==> src/rtl/chan_packet_if.sv <==
// Sample-stream and packet-stream signals shared by the channel packet
// controller (master) and its surroundings (slave).
interface chan_packet_if #(
    parameter int CH_W = 8
);
    logic [31:0]     ch_data;
    logic            ch_valid;
    logic [CH_W-1:0] ch_num;
    logic            out_ready;
    logic [31:0]     pkt_data;
    logic            pkt_valid;
    logic            pkt_sof;
    logic            pkt_eof;
    logic            pkt_abort;

    modport master (
        input  ch_data, ch_valid, ch_num, out_ready,
        output pkt_data, pkt_valid, pkt_sof, pkt_eof, pkt_abort
    );

    modport slave (
        output ch_data, ch_valid, ch_num, out_ready,
        input  pkt_data, pkt_valid, pkt_sof, pkt_eof, pkt_abort
    );
endinterface

==> src/rtl/chan_packet_ctrl.sv <==
// Decodes the software control word, picks one channel out of the channelizer
// stream and frames it into SOF/EOF packets, with packet and drop counters.
module chan_packet_ctrl #(
    parameter int LEN_W = 10,
    parameter int CH_W  = 8
) (
    input  logic                user_clk,
    input  logic                user_rst,
    input  logic [31:0]         reg_in,
    chan_packet_if.master       bus,
    output logic                busy,
    output logic [15:0]         pkt_count,
    output logic [15:0]         drop_count
);
    typedef enum logic [1:0] {
        ST_IDLE    = 2'd0,
        ST_ARMED   = 2'd1,
        ST_CAPTURE = 2'd2
    } state_t;

    state_t            state_r;
    state_t            state_nx_s;
    state_t            done_state_s;
    logic              arm_q_r;
    logic [CH_W-1:0]   sel_r;
    logic [LEN_W-1:0]  len_r;
    logic              cont_r;
    logic [LEN_W-1:0]  word_cnt_r;
    logic [LEN_W-1:0]  cnt_nx_s;
    logic [LEN_W-1:0]  next_cnt_s;
    logic              arm_rise_s;
    logic              abort_s;
    logic              match_s;
    logic              live_s;
    logic              accept_s;
    logic              drop_s;
    logic              first_s;
    logic              last_s;
    logic              unused_bits_s;

    assign unused_bits_s = ^{reg_in[28:24], reg_in[15:LEN_W]};

    // Field decode and per-cycle qualification of the incoming sample.
    always_comb begin
        arm_rise_s = reg_in[31] & ~arm_q_r;
        abort_s    = reg_in[29];
        match_s    = bus.ch_valid & (bus.ch_num == sel_r);
        live_s     = (state_r != ST_IDLE) & ~abort_s;
        accept_s   = live_s & match_s & bus.out_ready;
        drop_s     = live_s & match_s & ~bus.out_ready;
        next_cnt_s = word_cnt_r + {{(LEN_W-1){1'b0}}, 1'b1};
        if (state_r == ST_ARMED) begin
            first_s = 1'b1;
            last_s  = (len_r == {LEN_W{1'b0}});
        end else begin
            first_s = 1'b0;
            last_s  = (next_cnt_s == len_r);
        end
    end

    // Next-state and word-index selection; abort overrides everything else.
    always_comb begin
        state_nx_s   = state_r;
        cnt_nx_s     = word_cnt_r;
        done_state_s = cont_r ? ST_ARMED : ST_IDLE;
        if (abort_s) begin
            state_nx_s = ST_IDLE;
        end else begin
            case (state_r)
                ST_IDLE: begin
                    if (arm_rise_s) begin
                        state_nx_s = ST_ARMED;
                    end else begin
                        state_nx_s = ST_IDLE;
                    end
                end
                ST_ARMED: begin
                    if (accept_s) begin
                        state_nx_s = last_s ? done_state_s : ST_CAPTURE;
                        cnt_nx_s   = {LEN_W{1'b0}};
                    end else begin
                        state_nx_s = ST_ARMED;
                    end
                end
                ST_CAPTURE: begin
                    if (accept_s) begin
                        state_nx_s = last_s ? done_state_s : ST_CAPTURE;
                        cnt_nx_s   = next_cnt_s;
                    end else begin
                        state_nx_s = ST_CAPTURE;
                    end
                end
                default: begin
                    state_nx_s = ST_IDLE;
                end
            endcase
        end
    end

    // State, latched run parameters, registered packet outputs and counters.
    always_ff @(posedge user_clk) begin
        if (user_rst) begin
            state_r       <= ST_IDLE;
            arm_q_r       <= 1'b1;
            sel_r         <= {CH_W{1'b0}};
            len_r         <= {LEN_W{1'b0}};
            cont_r        <= 1'b0;
            word_cnt_r    <= {LEN_W{1'b0}};
            bus.pkt_data  <= 32'd0;
            bus.pkt_valid <= 1'b0;
            bus.pkt_sof   <= 1'b0;
            bus.pkt_eof   <= 1'b0;
            bus.pkt_abort <= 1'b0;
            busy          <= 1'b0;
            pkt_count     <= 16'd0;
            drop_count    <= 16'd0;
        end else begin
            state_r       <= state_nx_s;
            arm_q_r       <= reg_in[31];
            word_cnt_r    <= cnt_nx_s;
            bus.pkt_valid <= accept_s;
            bus.pkt_sof   <= accept_s & first_s;
            bus.pkt_eof   <= accept_s & last_s;
            bus.pkt_abort <= abort_s & (state_r == ST_CAPTURE);
            busy          <= (state_nx_s != ST_IDLE);
            if (!abort_s && (state_r == ST_IDLE) && arm_rise_s) begin
                sel_r  <= CH_W'(reg_in[23:16]);
                len_r  <= reg_in[LEN_W-1:0];
                cont_r <= reg_in[30];
            end
            if (accept_s) begin
                bus.pkt_data <= bus.ch_data;
            end
            if (accept_s && last_s) begin
                pkt_count <= pkt_count + 16'd1;
            end
            // Drop counter sticks at full scale instead of wrapping.
            if (drop_s && (drop_count != 16'hFFFF)) begin
                drop_count <= drop_count + 16'd1;
            end
        end
    end
endmodule

==> src/flat_wrapper.sv <==
// flat-port wrapper written by rule: the top's interface ports become plain ports
module chan_packet_ctrl_flat 
#(
    parameter int LEN_W = 10,
    parameter int CH_W  = 8
)
  (user_clk, user_rst, reg_in, busy, pkt_count, drop_count, bus_ch_data, bus_ch_valid, bus_ch_num, bus_out_ready, bus_pkt_data, bus_pkt_valid, bus_pkt_sof, bus_pkt_eof, bus_pkt_abort);
  chan_packet_if #(.CH_W(CH_W)) bus_i ();
  input  logic user_clk;
  input  logic user_rst;
  input  logic [31:0] reg_in;
  output logic busy;
  output logic [15:0] pkt_count;
  output logic [15:0] drop_count;
  input wire logic [$bits(bus_i.ch_data)-1:0] bus_ch_data;
  input wire logic [$bits(bus_i.ch_valid)-1:0] bus_ch_valid;
  input wire logic [$bits(bus_i.ch_num)-1:0] bus_ch_num;
  input wire logic [$bits(bus_i.out_ready)-1:0] bus_out_ready;
  output wire logic [$bits(bus_i.pkt_data)-1:0] bus_pkt_data;
  output wire logic [$bits(bus_i.pkt_valid)-1:0] bus_pkt_valid;
  output wire logic [$bits(bus_i.pkt_sof)-1:0] bus_pkt_sof;
  output wire logic [$bits(bus_i.pkt_eof)-1:0] bus_pkt_eof;
  output wire logic [$bits(bus_i.pkt_abort)-1:0] bus_pkt_abort;
  assign bus_i.ch_data = bus_ch_data;
  assign bus_i.ch_valid = bus_ch_valid;
  assign bus_i.ch_num = bus_ch_num;
  assign bus_i.out_ready = bus_out_ready;
  assign bus_pkt_data = bus_i.pkt_data;
  assign bus_pkt_valid = bus_i.pkt_valid;
  assign bus_pkt_sof = bus_i.pkt_sof;
  assign bus_pkt_eof = bus_i.pkt_eof;
  assign bus_pkt_abort = bus_i.pkt_abort;
  chan_packet_ctrl #(.LEN_W(LEN_W), .CH_W(CH_W)) u_core (.user_clk(user_clk), .user_rst(user_rst), .reg_in(reg_in), .bus(bus_i), .busy(busy), .pkt_count(pkt_count), .drop_count(drop_count));
endmodule
==> config.mk <==
export PLATFORM = sky130hd
export DESIGN_NAME = chan_packet_ctrl_flat
export DESIGN_NICKNAME = d
export VERILOG_FILES = /design/src/rtl/chan_packet_if.sv /design/src/rtl/chan_packet_ctrl.sv /design/src/flat_wrapper.sv
export SDC_FILE = /design/constraint.sdc
export NUM_CORES = 1
export LEC_CHECK = 0
export ABC_AREA = 1
export BUFFER_PORTS_ARGS = -buffer_cell sky130_fd_sc_hd__clkbuf_2
export CAP_MARGIN = 20
export CORE_UTILIZATION = 40
export DETAILED_ROUTE_END_ITERATION = 6
export GPL_TIMING_DRIVEN = 1
export PLACE_DENSITY = 0.63
export SETUP_SLACK_MARGIN = 0.2
export SLEW_MARGIN = 10
export SYNTH_ARGS = -nofsm -noshare
export SYNTH_HDL_FRONTEND = slang
export SYNTH_SLANG_ARGS = --single-unit
==> constraint.sdc <==
create_clock -name user_clk -period 5.5 [get_ports user_clk]
set_input_delay 0.55 -clock user_clk [delete_from_list [all_inputs] [get_ports user_clk]]
set_output_delay 0.55 -clock user_clk [all_outputs]
set_load 0.01 [all_outputs]
==> reports/results.ini, run 1 <==
[global_route]
grt_max_degree = 38
grt_pass1_vias = 4645
grtUsageTotal_pct = 20.9
grt_first_pass_wirelength_um = 21800
overflow = 0
antenna_found_initial = 0

[final_layout]
diodes = 0
final_nets = 943
syn_to_final_growth_pct = 20.8
mostFrequentLayoutCell = nand2_1
postLayoutCellArea_mm2 = 0.00611
final_cell_mix = nand2_1 (144), clkbuf_2 (133), nor2_1 (129)
final_core_util_pct = 50.2
layout-drive-gt1-share_pct = 20.3

[worst_setup_path]
worstSetupStartpoint = user_rst
critical_path_class = in2reg
worstPathMaxFanout = 36
crit_path_end = u_core.len_r[2]
critPathSlowestCell = clkinv_1
worstPathArrival_ps = 2810
rr_worst_depth = 8
cp-end-kind = register
crit_required_ps = 5700
crit_family = buffers and inverters
worstReg2RegEnd = u_core.pkt_count[9]
critPathMaxStageDelay_ps = 870
rrSetupSlack_ps = 2910
crit_chain = clkbuf_2, clkinv_1, buf_4, o21ai_0, a21oi_1
rr_startpoint = u_core.sel_r[6]
worst_setup_path_start_kind = input pin
critPathBufInv = 3
cp.depth = 5

[timing]
worst_pin_slew_ps = 864
maxSlewViolCount = 0
finalHoldViolations = 0
max_freq_mhz = 383
slew-limit-headroom_pct = 42.4
clock_skew_ps = 5.28
setup_viol = 0
rsz0062_at_grt = false
totalNegativeSetupSlack_ps = 0
fin_crit_ps = 2610
fin_crit_sh_pct = 47.5

[placed_design]
hpwl_um = 9570
dpl_cell_area_mm2 = 0.00583
portBuffers = 133
globalplace.congestion = 0.888

[floorplanning]
rows = 40
start_util_pct = 41.6
ios = 145
core-area_mm2 = 0.0122
dieArea_mm2 = 0.0131
dieHeight_um = 114
die_width_um = 114

[synthesis]
synth_warnings = 0
yosysTopAreaCellShare_pct = 40.0
syn_avg_cell_area_um2 = 6.83
ys_types = 36
syn_nets = 820
synthCells = 741
synth_top_cell_by_area = dfxtp_1
synth-seq-area-share_pct = 40.0
synth_area_mm2 = 0.00506
ys_ff_latch = 101
synthTopCellsByArea = dfxtp_1 (40%), nand2_1 (11%), nor2_1 (9.6%)

[cts]
clock_path_buffers = 2
cts_resized = 0
postCtsSetupBuffers = 0
ctsRootBufferMaster = clkbuf_16
cts.clk_slew.worst_paths_ps = 60
insertion_delay_ps = 340
cts_made_buffers = 9
cts_tree = built
cts_hold_buf = 0
cts_sinks = 101
h-tree-depth = 3

[route]
wl_per_cell_um = 12.5
drt_iter0_markers = 211
drcViolationCount = 0
viasPerCell = 4.89
dr.pass1.iters = 5
postRouteAntennaNets = 0
vias = 5055
wl_um = 13000

[power_and_ir_drop]
p_per_area_mw_per_mm2 = 233
leakagePower_nw = 2.72
irDropWorstVdd_mv = 0.164
totalPowerFinal_w = 0.00142

[job]
drv_cap = 0

[status]
status = completed

[min_path]
hp-class = in2reg

==> flip-flops by register name (all words and copies together), names as in the netlist <==
register and count:
u_core.drop_count 16, u_core.bus.pkt_valid 1, u_core.len_r 10, u_core.arm_q_r 1
u_core.pkt_count 16, u_core.bus.pkt_sof 1, u_core.bus.pkt_eof 1, u_core.bus.pkt_data 32
u_core.word_cnt_r 10, u_core.cont_r 1, u_core.busy 1, u_core.bus.pkt_abort 1
u_core.sel_r 8, u_core.state_r 2
==> cell families after synthesis <==
| family | Yosys count | synth area share, % |
|---|---|---|
| AND/OR/NAND/NOR | 395 | 35.4 |
| adder cells (fa/ha/maj) | 3 | 0.742 |
| XOR/XNOR | 26 | 4.50 |
| flip-flops | 101 | 40.0 |
| buffers and inverters | 104 | 8.26 |
| AO/OA/AOI/OAI | 112 | 11.2 |
==> cell type report <==
class	instances	area, µm²
well taps	168	210
repair buffers	136	686
clock inverters	2	37.5
inverters	80	302
clock buffers	11	233
fillers	1298	6050
multi-input cells	536	2620
flip-flops and latches	101	2020
==> synthesized netlist by cell type (all sizes together) <==
master	instances
clkinv	3
ha	3
xnor2	12
a21oi	48
inv	77
nand3	44
o21ai	63
or2	2
clkbuf	13
nand2	154
o311ai	1
nor3	18
nand3b	2
nand2b	1
buf	11
nor4	10
dfxtp	101
and3	1
nor3b	1
nand4	28
xor2	14
nor2	134
==> tightest hold or removal path: stages <==
cell      delay (ps)
clkbuf_2          90
inv_1             50
nand2_1           40
==> per-stage QoR <==
| stage | hold WS (ps) | std cells | worst slack [ps] |
|---|---|---|---|
| after floorplan | 444 | 741 | 3610 |
| after global placement | 459 | 1020 | 2280 |
| after detailed placement | 468 | 1020 | 2240 |
| after CTS | 414 | 1033 | 2560 |
| after global routing | 422 | 1034 | 2630 |
| final | 421 | 1034 | 2890 |
==> metal layers <==
| metal | vias to the layer above | wire length (µm) | global-route usage [%] | part of all wire [%] |
|---|---|---|---|---|
| met5 | - | 0 | 0 | 0 |
| met4 | 0 | 178 | 8.40 | 1.4 |
| met3 | 12 | 950 | 5.72 | 7.3 |
| met2 | 143 | 5660 | 33.3 | 44 |
| met1 | 2242 | 6170 | 26.8 | 48 |
| li1 | 2658 | - | - | - |
==> worst min-delay path by stage <==
stage                          from                       to  slack, ps  cells after the start
floorplan           u_core.sel_r[1]          u_core.sel_r[1]        440                      2
global placement    u_core.sel_r[1]          u_core.sel_r[1]        460                      2
detailed placement  u_core.sel_r[2]          u_core.sel_r[2]        470                      2
CTS                 bus_ch_data[31]  u_core.bus.pkt_data[31]        410                      3
global route        bus_ch_data[22]  u_core.bus.pkt_data[22]        420                      3
finish                   reg_in[31]           u_core.arm_q_r        420                      3
==> power by group <==
part | internal [W] | switching, W
Sequential | 0.000737 | 0.00000357
Combinational | 0.0000313 | 0.0000454
Clock | 0.000346 | 0.000262
Total | 0.00111 | 0.000311
Note: power is estimated with default switching activity, not from simulation.
==> run 2: changes to the inputs <==
--- a/config.mk
+++ b/config.mk
@@ -11,7 +11,7 @@
 export CORE_UTILIZATION = 40
 export DETAILED_ROUTE_END_ITERATION = 6
 export GPL_TIMING_DRIVEN = 1
-export PLACE_DENSITY = 0.63
+export PLACE_DENSITY = 0.66
 export SETUP_SLACK_MARGIN = 0.2
 export SLEW_MARGIN = 10
 export SYNTH_ARGS = -nofsm -noshare
==> constraint.sdc (replaced) <==
create_clock -name user_clk -period 2.4 [get_ports user_clk]
set_input_delay 0.24 -clock user_clk [delete_from_list [all_inputs] [get_ports user_clk]]
set_output_delay 0.24 -clock user_clk [all_outputs]
set_load 0.01 [all_outputs]
==> run 2 against run 1 <==
Net effect: clock skew rose by 4.6 ps; combinational power rose by 150%; sequential share of layout area shrank 1.0 points; clock-buffer cell count decreased by 1; critical path type is now reg2reg; largest cell class unchanged.
==> reports/results.ini, run 2 (same netlist as run 1, synthesis figures left out) <==
[floorplanning]
start_util_pct = 41.6
ios = 145
die_width_um = 114
dieHeight_um = 114
core-area_mm2 = 0.0122
rows = 40
dieArea_mm2 = 0.0131

[worst_setup_path]
crit_path_end = u_core.pkt_count[8]
crit_required_ps = 2680
worstReg2RegEnd = u_core.pkt_count[8]
worstPathMaxFanout = 11
worstPathArrival_ps = 2290
rr_startpoint = u_core.sel_r[2]
rrSetupSlack_ps = 390
worstSetupStartpoint = u_core.sel_r[2]
worst_setup_path_start_kind = register
critical_path_class = reg2reg
cp-end-kind = register
rr_worst_depth = 11

[cts]
cts_hold_buf = 0
h-tree-depth = 3
cts_sinks = 101
cts_tree = built
ctsRootBufferMaster = clkbuf_16
cts_made_buffers = 9
insertion_delay_ps = 350
clock_path_buffers = 2
cts.clk_slew.worst_paths_ps = 70

[final_layout]
postLayoutCellArea_mm2 = 0.00631
reg_top3 = u_core.bus.pkt_data (32), u_core.drop_count (16), u_core.pkt_count (16)
largest_reg_flops = 32
layout-drive-gt1-share_pct = 23.2
final_cell_mix = nand2_1 (142), clkbuf_2 (133), nor2_1 (128)
fillers = 1270
largest_register = u_core.bus.pkt_data
diodes = 0
seqCellArea_mm2 = 0.00203
final_nets = 954
mostFrequentLayoutCell = nand2_1
multi_input_area_mm2 = 0.00267
syn_to_final_growth_pct = 24.8
final_core_util_pct = 51.9

[route]
wl_um = 13400
drt_iter0_markers = 306
vias = 5144
dr.pass1.iters = 5
drcViolationCount = 0
wl_per_cell_um = 12.8
viasPerCell = 4.91
postRouteAntennaNets = 0

[timing]
slew-limit-headroom_pct = 46.1
max_freq_mhz = 497
finalHoldViolations = 0
fin_crit_sh_pct = 83.9
maxSlewViolCount = 0
rsz0062_at_grt = true
worst_pin_slew_ps = 808
clock_skew_ps = 9.84
hold_ws_ps = 79.3
fin_crit_ps = 2010
setup_viol = 0
totalNegativeSetupSlack_ps = 0

[power_and_ir_drop]
irDropWorstVdd_mv = 0.555
leakagePower_nw = 2.82
totalPowerFinal_w = 0.00342
p_per_area_mw_per_mm2 = 542

[global_route]
grt_first_pass_wirelength_um = 22400
antenna_found_initial = 0
overflow = 0
grt_max_degree = 36
busiest_layer = met2
grt_pass1_vias = 4809
use_met3_pct = 7.25
use_met1_pct = 26.8
met2_usage_pct = 35.0
grtUsageTotal_pct = 21.4

[job]
drv_cap = 0

[status]
status = completed

[placed_design]
dpl_cell_area_mm2 = 0.00590
globalplace.congestion = 0.927
hpwl_um = 9850
portBuffers = 133

[min_path]
hp-class = in2reg

-- run 2: worst min path at each step --
stage	cells after the start	start	slack, ps	endpoint
floorplan	2	reg_in[31]	340	u_core.arm_q_r
global placement	3	reg_in[31]	440	u_core.arm_q_r
detailed placement	3	reg_in[31]	440	u_core.arm_q_r
CTS	3	reg_in[31]	70	u_core.arm_q_r
global route	3	reg_in[31]	80	u_core.arm_q_r
finish	3	reg_in[31]	80	u_core.arm_q_r
-- run 2: cell type report --
type	instances	area share, %
Timing Repair Buffer	147	12.3
Clock buffer	10	3.78
Multi-Input combinational cell	536	42.3
Tap cell	168	3.33
Inverter	80	4.85
Clock inverter	6	1.27
Sequential cell	101	32.1
-- run 2: worst max-delay path, cell delays in order, from the launching register on --
cell and delay, ps:
dfxtp_1 330, inv_1 60, nand2_1 70, nand2_1 80
nor3_1 200, nand4_1 150, nor2_1 120, nand4_1 190
nor2_1 260, buf_4 240, nand4_1 100, a21oi_1 150
-- run 2: routing by layer --
layer  up-vias  wire length, µm
met5         -                0
met4         0              186
met3        15              925
met2       159             6120
met1      2304             6130
li1       2666                -
-- run 2: where the power goes --
group / internal (W) / total [W] / switching [W]
Sequential: 0.00169 / 0.00170 / 0.00000915
Clock: 0.000857 / 0.00154 / 0.000680
Combinational: 0.0000796 / 0.000189 / 0.000110
Total: 0.00262 / 0.00342 / 0.000799
-- run 2: repair_timing --
action,in CTS,in global routing
setup buffers,0,3
gates resized for setup,0,22
endpoints found under the setup margin,0,64
-- run 2: per-stage QoR --
stage / std cells / worst slack, ps
floorplan: 741 / 609
global placement: 1029 / 289
detailed placement: 1029 / 274
CTS: 1045 / 251
global route: 1048 / 169
finish: 1048 / 387
==> run 3: changes to the inputs <==
==> constraint.sdc (replaced) <==
create_clock -name user_clk -period 1.7 [get_ports user_clk]
set_input_delay 0.17 -clock user_clk [delete_from_list [all_inputs] [get_ports user_clk]]
set_output_delay 0.17 -clock user_clk [all_outputs]
set_load 0.01 [all_outputs]
==> run 3 against run 2 <==
Net effect: the flow now finishes with violations (setup timing); worst hold slack got worse by 67 ps; highest routed layer unchanged; fmax increased by 1.5%; non-clock buffer count is 100 higher; worst setup slack worse by 670 ps; flip-flop and latch count is the same; first-iteration DRC count is 1.3% higher.
==> reports/results.ini, run 3 (same netlist as run 1, synthesis figures left out) <==
[timing]
fin_crit_sh_pct = 117
timing.final.ws_setup_ps = -283
setup_viol = 78
clock_skew_ps = 9.05
fin_crit_ps = 1980
maxSlewViolCount = 0
hold_ws_ps = 11.9
slew-limit-headroom_pct = 63.9
worst_pin_slew_ps = 542
rsz0062_at_grt = true
max_freq_mhz = 504
finalHoldViolations = 0

[cts]
cts_tree = built
clock_path_buffers = 2
cts_made_buffers = 9
h-tree-depth = 3
insertion_delay_ps = 360
ctsRootBufferMaster = clkbuf_16
cts.clk_slew.worst_paths_ps = 80
cts_sinks = 101

[global_route]
grt_first_pass_wirelength_um = 25100
antenna_found_initial = 0
grtUsageTotal_pct = 24.0
overflow = 0
grt_max_degree = 36
grt_pass1_vias = 5416

[worst_setup_path]
worstPathArrival_ps = 2240
worstReg2RegEnd = u_core.busy
cp-end-kind = register
crit_required_ps = 1960
rr_worst_depth = 15
rr_startpoint = u_core.word_cnt_r[1]
worstSetupStartpoint = u_core.word_cnt_r[1]
critical_path_class = reg2reg
rrSetupSlack_ps = -280
worstPathMaxFanout = 7
crit_path_end = u_core.busy
worst_setup_path_start_kind = register

[status]
violations = setup timing
status = finished with violations

[route]
postRouteAntennaNets = 0
wl_um = 15100
drt_iter0_markers = 310
vias = 5642
wl_per_cell_um = 13.1
drcViolationCount = 0
viasPerCell = 4.91
dr.pass1.iters = 6

[final_layout]
mostFrequentLayoutCell = clkbuf_2
layout-drive-gt1-share_pct = 41.8
fillers = 1095
final_cell_mix = clkbuf_2 (133), nand2_1 (114), nor2_1 (114)
final_cells = 1149
syn_to_final_growth_pct = 52.7
reg_top3 = u_core.bus.pkt_data (32), u_core.drop_count (16), u_core.pkt_count (16)
largest_reg_flops = 32
final_nets = 1055
diodes = 0
largest_register = u_core.bus.pkt_data

[power_and_ir_drop]
p_switching_w = 0.00123
sw_frac_of_total_pct = 25.8
leakagePower_nw = 3.57
irDropWorstVdd_mv = 0.772
pwr-share-comb_pct = 6.8
p_seq_share_pct = 49.9
intPower_w = 0.00355
p_per_area_mw_per_mm2 = 620
p_clk_share_pct = 43.3
totalPowerFinal_w = 0.00479

[floorplanning]
die_width_um = 114
rows = 40
dieArea_mm2 = 0.0131
ios = 145
core-area_mm2 = 0.0122
dieHeight_um = 114
start_util_pct = 41.6

[placed_design]
portBuffers = 133
placed_cells = 1114
globalplace.congestion = 0.951
hpwl_um = 10400

[job]
drv_cap = 0

[min_path]
hp-class = in2reg

## run 3: changes by cell type in the layout (fill, tap and decap cells not counted), moves of 12 or more
cell     change
a21oi_1     -15
a21oi_2     +15
buf_4       +77
dfxtp_1     -14
nand2_1     -28
nand2_2     +19
nor2_1      -14
o21ai_0     -12
## run 3: power groups by stage
stage	Combinational [W]	Clock (W)	Sequential, W
2_1_floorplan	0.000142	0	0.00244
3_3_place_gp	0.000282	0	0.00244
3_5_place_dp	0.000282	0	0.00244
4_1_cts	0.000303	0.00211	0.00239
5_1_grt	0.000360	0.00221	0.00239
6_report	0.000326	0.00207	0.00239
## run 3: layout make-up
type,count,area (µm²),share of cell area [%]
clock buffers,9,225,2.92
clock inverters,7,68.8,0.891
inverters,80,335,4.34
multi-input cells,536,3090,40.0
flip-flops and latches,101,2050,26.6
well taps,168,210,2.72
repair buffers,247,1730,22.4
repair inverters,1,11.3,0.146
## run 3: worst min-delay path by stage
stage                                from                       to  slack (ps)  cells past startpoint
after global placement         reg_in[31]           u_core.arm_q_r         360                      3
after CTS                 bus_ch_data[31]  u_core.bus.pkt_data[31]          10                      3
after detailed placement       reg_in[31]           u_core.arm_q_r         360                      3
after global routing       bus_ch_data[7]   u_core.bus.pkt_data[7]          40                      3
final                      bus_ch_data[7]   u_core.bus.pkt_data[7]          10                      3
after floorplan                reg_in[31]           u_core.arm_q_r         270                      2
## run 3: repair_timing
item	4_1_cts	5_1_grt
buffers inserted	11	2
hold buffers	1	0
gates resized for setup	68	85
setup endpoints to repair	93	96
cloned	5	0
hold endpoints to repair	1	0
pin swaps	20	42
## run 3: stage by stage
step	util (%)	TNS, ps	cell area (µm²)	setup slack [ps]
3_5_place_dp	55.0	-9680	6690	-280
3_3_place_gp	55.0	-8740	6690	-251
6_report	63.5	-10220	7720	-283
5_1_grt	63.5	-22180	7720	-456
4_1_cts	60.9	-9290	7400	-289
2_1_floorplan	-	0	5180	24.1
## run 3: critical path, cell delays in order (launching register included)
cell and delay, ps:
dfxtp_4 360, ha_4 280, inv_2 30, nand2_2 60
nand3_2 80, nor2_2 100, nand2_2 60, nor2_2 80
nand3_1 70, nor2_1 110, nand3_1 120, nand2_2 150
nand2_4 110, buf_4 150, nand3_2 50, nand2_1 60
## run 3: metal layers
| metal | global-route usage (%) | up-vias | part of all wire (%) |
|---|---|---|---|
| li1 | - | 2884 | - |
| met1 | 29.1 | 2556 | 43 |
| met2 | 41.9 | 179 | 49 |
| met3 | 6.30 | 23 | 6.0 |
| met4 | 6.58 | 0 | 1.9 |
| met5 | 0 | - | 0 |
